===== src/rtl/if_id_pipe_pkg.sv =====
// Shared widths, bubble encoding and stage-state encoding for the IF/ID
// pipeline boundary and later stage boundaries built from the same block.
package if_id_pipe_pkg;

  localparam int unsigned ImmWidth  = 64;
  localparam int unsigned InstWidth = 32;

  // addi x0,x0,0
  localparam logic [InstWidth-1:0] NopInst = 32'h0000_0013;

  localparam int unsigned SkidSingle   = 0;
  localparam int unsigned SkidTwoEntry = 1;

  typedef enum logic [1:0] {
    EMPTY = 2'd0,
    ONE   = 2'd1,
    FULL  = 2'd2
  } pipeState_e;

endpackage


===== src/rtl/if_id_pipe_data_reg.sv =====
// Payload register: synchronous reset, write enable and a synchronous clear
// back to the reset value, so flushed stages read as bubbles.
module pipe_data_reg #(
  parameter int unsigned      WIDTH     = 32,
  parameter logic [WIDTH-1:0] RESET_VAL = '0
) (
  input  logic             clk,
  input  logic             rst,
  input  logic             clr,
  input  logic             we,
  input  logic [WIDTH-1:0] d,
  output logic [WIDTH-1:0] q
);

  always_ff @(posedge clk) begin
    if (rst || clr) begin
      q <= RESET_VAL;
    end else if (we) begin
      q <= d;
    end
  end

endmodule


===== src/rtl/if_id_pipe.sv =====
// IF/ID pipeline stage: valid/ready handshake, flush-to-bubble, optional
// two-entry skid buffer and a saturating stall counter.
module if_id_pipe
  import if_id_pipe_pkg::*;
#(
  parameter int unsigned       PC_W     = ImmWidth,
  parameter int unsigned       INST_W   = InstWidth,
  parameter int unsigned       SKID     = SkidTwoEntry,
  parameter logic [PC_W-1:0]   PC_RESET = '0,
  parameter logic [INST_W-1:0] NOP_INST = INST_W'(NopInst),
  parameter int unsigned       CNT_W    = 16
) (
  input  logic              clk,
  input  logic              rst,
  input  logic              flush,
  input  logic              in_valid,
  output logic              in_ready,
  input  logic [PC_W-1:0]   in_pc,
  input  logic [INST_W-1:0] in_inst,
  output logic              out_valid,
  input  logic              out_ready,
  output logic [PC_W-1:0]   out_pc,
  output logic [INST_W-1:0] out_inst,
  output logic [CNT_W-1:0]  stall_cnt
);

  localparam int unsigned      PayW   = PC_W + INST_W;
  localparam logic [PayW-1:0]  Bubble = {PC_RESET, NOP_INST};

  pipeState_e      state, stateNext;
  logic            inFire, outFire;
  logic            mainWe, mainClr, mainFromSkid, skidWe, skidClr;
  logic [PayW-1:0] inPay, mainD, mainQ, skidQ;

  assign inPay     = {in_pc, in_inst};
  assign out_valid = (state != EMPTY);
  assign inFire    = in_valid & in_ready;
  assign outFire   = out_valid & out_ready;
  assign mainD     = mainFromSkid ? skidQ : inPay;
  assign {out_pc, out_inst} = mainQ;

  always_ff @(posedge clk) begin
    if (rst) begin
      state <= EMPTY;
    end else begin
      state <= stateNext;
    end
  end

  // Both modes share this FSM; with the combinational in_ready of the
  // single-entry mode an in fire in ONE always coincides with an out fire,
  // so FULL is unreachable there and the old valid-bit behaviour results.
  always_comb begin
    stateNext    = state;
    mainWe       = 1'b0;
    mainClr      = 1'b0;
    mainFromSkid = 1'b0;
    skidWe       = 1'b0;
    skidClr      = 1'b0;
    if (flush) begin
      stateNext = EMPTY;
      mainClr   = 1'b1;
      skidClr   = 1'b1;
    end else begin
      unique case (state)
        EMPTY: begin
          if (inFire) begin
            stateNext = ONE;
            mainWe    = 1'b1;
          end
        end
        ONE: begin
          if (inFire && outFire) begin
            mainWe = 1'b1;
          end else if (inFire) begin
            stateNext = FULL;
            skidWe    = 1'b1;
          end else if (outFire) begin
            stateNext = EMPTY;
            mainClr   = 1'b1;
          end
        end
        FULL: begin
          if (outFire) begin
            stateNext    = ONE;
            mainWe       = 1'b1;
            mainFromSkid = 1'b1;
            skidClr      = 1'b1;
          end
        end
        default: begin
          stateNext = EMPTY;
          mainClr   = 1'b1;
          skidClr   = 1'b1;
        end
      endcase
    end
  end

  pipe_data_reg #(
    .WIDTH    (PayW),
    .RESET_VAL(Bubble)
  ) uMain (
    .clk(clk),
    .rst(rst),
    .clr(mainClr),
    .we (mainWe),
    .d  (mainD),
    .q  (mainQ)
  );

  if (SKID == SkidTwoEntry) begin : gSkid
    logic inReadyQ;

    pipe_data_reg #(
      .WIDTH    (PayW),
      .RESET_VAL(Bubble)
    ) uSkid (
      .clk(clk),
      .rst(rst),
      .clr(skidClr),
      .we (skidWe),
      .d  (inPay),
      .q  (skidQ)
    );

    // Registered copy of (state != FULL): keeps out_ready off the in_ready path.
    always_ff @(posedge clk) begin
      if (rst) begin
        inReadyQ <= 1'b1;
      end else begin
        inReadyQ <= (stateNext != FULL);
      end
    end

    assign in_ready = inReadyQ;
  end else begin : gNoSkid
    assign skidQ    = Bubble;
    assign in_ready = ~out_valid | out_ready;
  end

  always_ff @(posedge clk) begin
    if (rst) begin
      stall_cnt <= '0;
    end else if (out_valid && !out_ready && (stall_cnt != '1)) begin
      stall_cnt <= stall_cnt + CNT_W'(1);
    end
  end

endmodule


===== config.mk =====
export PLATFORM = sky130hd
export DESIGN_NAME = if_id_pipe
export DESIGN_NICKNAME = d
export VERILOG_FILES = /design/src/rtl/if_id_pipe_pkg.sv /design/src/rtl/if_id_pipe_data_reg.sv /design/src/rtl/if_id_pipe.sv
export SDC_FILE = /design/constraint.sdc
export NUM_CORES = 1
export LEC_CHECK = 0
export ABC_AREA = 1
export CORE_MARGIN = 2
export CORE_UTILIZATION = 50
export DETAILED_ROUTE_END_ITERATION = 8
export GPL_TIMING_DRIVEN = 0
export PLACE_DENSITY = 0.79
export SETUP_SLACK_MARGIN = 0.2
export SYNTH_ARGS = -nofsm -noshare
export SYNTH_HDL_FRONTEND = slang
export SYNTH_SLANG_ARGS = --single-unit

===== constraint.sdc =====
create_clock -name clk -period 3.05 [get_ports clk]
set_input_delay 0.61 -clock clk [delete_from_list [all_inputs] [get_ports clk]]
set_output_delay 0.61 -clock clk [all_outputs]
set_load 0.005 [all_outputs]

==> results.ini <==
[global_routing]
grt.overflow.total = 0
grt_pass1_wl_mm = 38.5
grt_use_met3 = 0.0652
grt.busiest_layer = met2
grt_max_degree = 13
grt_usage = 0.255
antenna_found_initial = 0
met2_usage = 0.417
grt_pass1_vias = 7792
met1_usage = 0.335

[worst_setup_path]
crit_cells = 3
crit_path_start_kind = flip-flop
r2r_setup_slack_ns = 1.11
startpoint = state[1]
critical-path-max-stage-delay_ns = 0.51
critPathRequiredTime_ns = 2.44
reg2reg_from = in_ready
r2r-end = gSkid.uSkid.q[92]
cp.arrival_ns = 1.58
cp_top_family = buffers and inverters
critical_path.endpoint = out_valid
setup.worst_path.class = flip-flop to output pin
cp-end-kind = output pin
slowest_stage = clkdlybuf4s50_1
crit_chain = inv_2 -> nand2_2 -> clkdlybuf4s50_1
cp_max_fo = 4
cp_num_buf_inv = 2
r2r_cells = 7

[cts]
clkLatencyLatePin_ns = 0.51
cts_made_buffers = 23
clockBufferDepth = 3
postCtsSetupRepairBufs = 0
ctsRootBufferMaster = clkbuf_16
cts_num_sinks = 211
cts_resized = 0
cts_tree = yes
cts_max_level = 1
clk_pin_slew_worst_paths_ns = 0.06
hold_buffers = 0

[worst_hold_path]
hold_class = flip-flop to flip-flop
whs_path_depth = 2

[synth]
syn_inst = 1212
yosysWarnings = 0
ys_seq_area_frac = 0.481
syn-mean-instance-area_um2 = 7.24
syn_area_um2 = 8770
syn_nets = 1314
synth.distinct_cells = 27
yosys_register_bits = 211

[timing]
drv_slew = 0
finalHoldViolCount = 0
skew_ns = 0.00771
period_needed_ns = 2.19
max_slew_margin = 0.666
fmax_mhz = 457
worst_slew_pin_slew_ns = 0.500
rsz0062_at_grt = false
final-setup-viol-count = 0
fin_crit_sh = 0.717
fin_tns_setup_ns = 0
holdWs_ns = 0.443

[power_and_ir_drop]
leakagePower_nw = 4.30
power_density_nw_per_um2 = 501
ir_worst_vdd_mv = 0.422

[outcome]
status = completed

[layout]
most-common-layout-cells = nand2_1 (340), clkdlybuf4s50_1 (214), dfxtp_1 (211), a21oi_1 (202), o21ai_0 (147)
drive_above_1_share = 0.0662
layout_commonest_cell = nand2_1
areaGrowthSynthToFinish_pct = 35.7
antenna_cells = 0
layout.nets = 1553

[detailed_routing]
totalWireLength_mm = 24.3
ant_nets = 0
dr.pass1.iters = 7
post_drt_via_cell_ratio = 5.09
drt-initial-drc-count = 521
vias = 8599
wl_per_cell_um = 14.4
drc_errors = 0

[placement]
dp_hpwl_mm = 17.3
globalplace.congestion = 0.872
io_buffers = 214

[floorplan]
die_w_um = 136
rows = 48
die_h_um = 136
initial_core_util = 0.509
ios = 215
core_um2 = 17200
dieArea_um2 = 18600

[run]
cap_violations = 0

## power breakdown
| part | switching [mW] | leakage [nW] | internal (mW) |
|---|---|---|---|
| logic | 0.261 | 2.25 | 0.263 |
| registers | 0.0183 | 1.70 | 2.79 |
| clock network | 1.07 | 0.348 | 1.57 |
| total | 1.35 | 4.30 | 4.63 |
## worst min path at each step
stage          slack, ns                end               from
2_1_floorplan       0.42  gSkid.uSkid.q[58]  gSkid.uSkid.q[58]
3_3_place_gp        0.43  gSkid.uSkid.q[81]  gSkid.uSkid.q[81]
3_5_place_dp        0.44  gSkid.uSkid.q[78]  gSkid.uSkid.q[78]
4_1_cts             0.45  gSkid.uSkid.q[78]  gSkid.uSkid.q[78]
5_1_grt             0.46  gSkid.uSkid.q[50]  gSkid.uSkid.q[50]
6_report            0.44   gSkid.uSkid.q[2]   gSkid.uSkid.q[2]
## registers in the layout, summed over array words and instances (netlist names)
register / count
gSkid.uSkid.q: 96
uMain.q: 96
state: 2
in_ready: 1
stall_cnt: 16
## cell type report
type,count,area [µm²]
Timing Repair Buffer,214,2140
Inverter,115,432
Fill cell,1457,5330
Clock buffer,35,661
Buffer,82,469
Multi-Input combinational cell,804,3650
Clock inverter,4,52.6
Sequential cell,211,4220
Tap cell,225,282
## cells by family (layout without fill, tap and decap cells)
group / Yosys count / count (layout) / share of synthesized area
xor gates and xnor gates: 6 / 6 / 0.00599
adders and majority gates: 1 / 1 / 0.00143
buffers and inverters: 197 / 450 / 0.103
and+or+nand+nor: 399 / 399 / 0.181
DFF: 211 / 211 / 0.481
AOI/OAI and AO/OA: 398 / 398 / 0.228
## worst reg2reg max path, delay by kind of cell (launching register included)
family | cells | cell delay, ns
buffers and inverters | 2 | 0.58
AND/OR/NAND/NOR | 3 | 0.68
flip-flops | 1 | 0.33
AO/OA/AOI/OAI | 2 | 0.24
## synth_stat cells (all sizes together)
cell,instances,share of area
nand2,343,0.15
dfxtp,211,0.48
a21oi,202,0.12
o21ai,195,0.11
inv,115,0.049
buf,54,0.041
nor2,33,0.017
clkbuf,28,0.012
nand3,15,0.0091
nand4,6,0.0050
xor2,4,0.0040
nor3,2,0.0011
xnor2,2,0.0020
a31oi,1,0.00071
ha,1,0.0014
## metal layers
metal,routed length [µm],up-vias
met2,11100,292
met4,629,0
li1,-,4389
met5,0,-
met3,2100,46
met1,10400,3872
## per-stage QoR
stage | utilization | area (µm²) | std cells | setup WS, ns | total power, mW
after floorplan | - | 8770 | 1212 | 1.40 | 3.11
after global routing | 0.691 | 11900 | 1690 | 0.746 | 6.19
final | 0.691 | 11900 | 1690 | 0.863 | 5.97
after global placement | 0.650 | 11200 | 1651 | 0.434 | 3.39
after detailed placement | 0.650 | 11200 | 1651 | 0.427 | 3.39
after CTS | 0.691 | 11900 | 1690 | 0.855 | 6.01
Power figures use the tool's default switching activity.
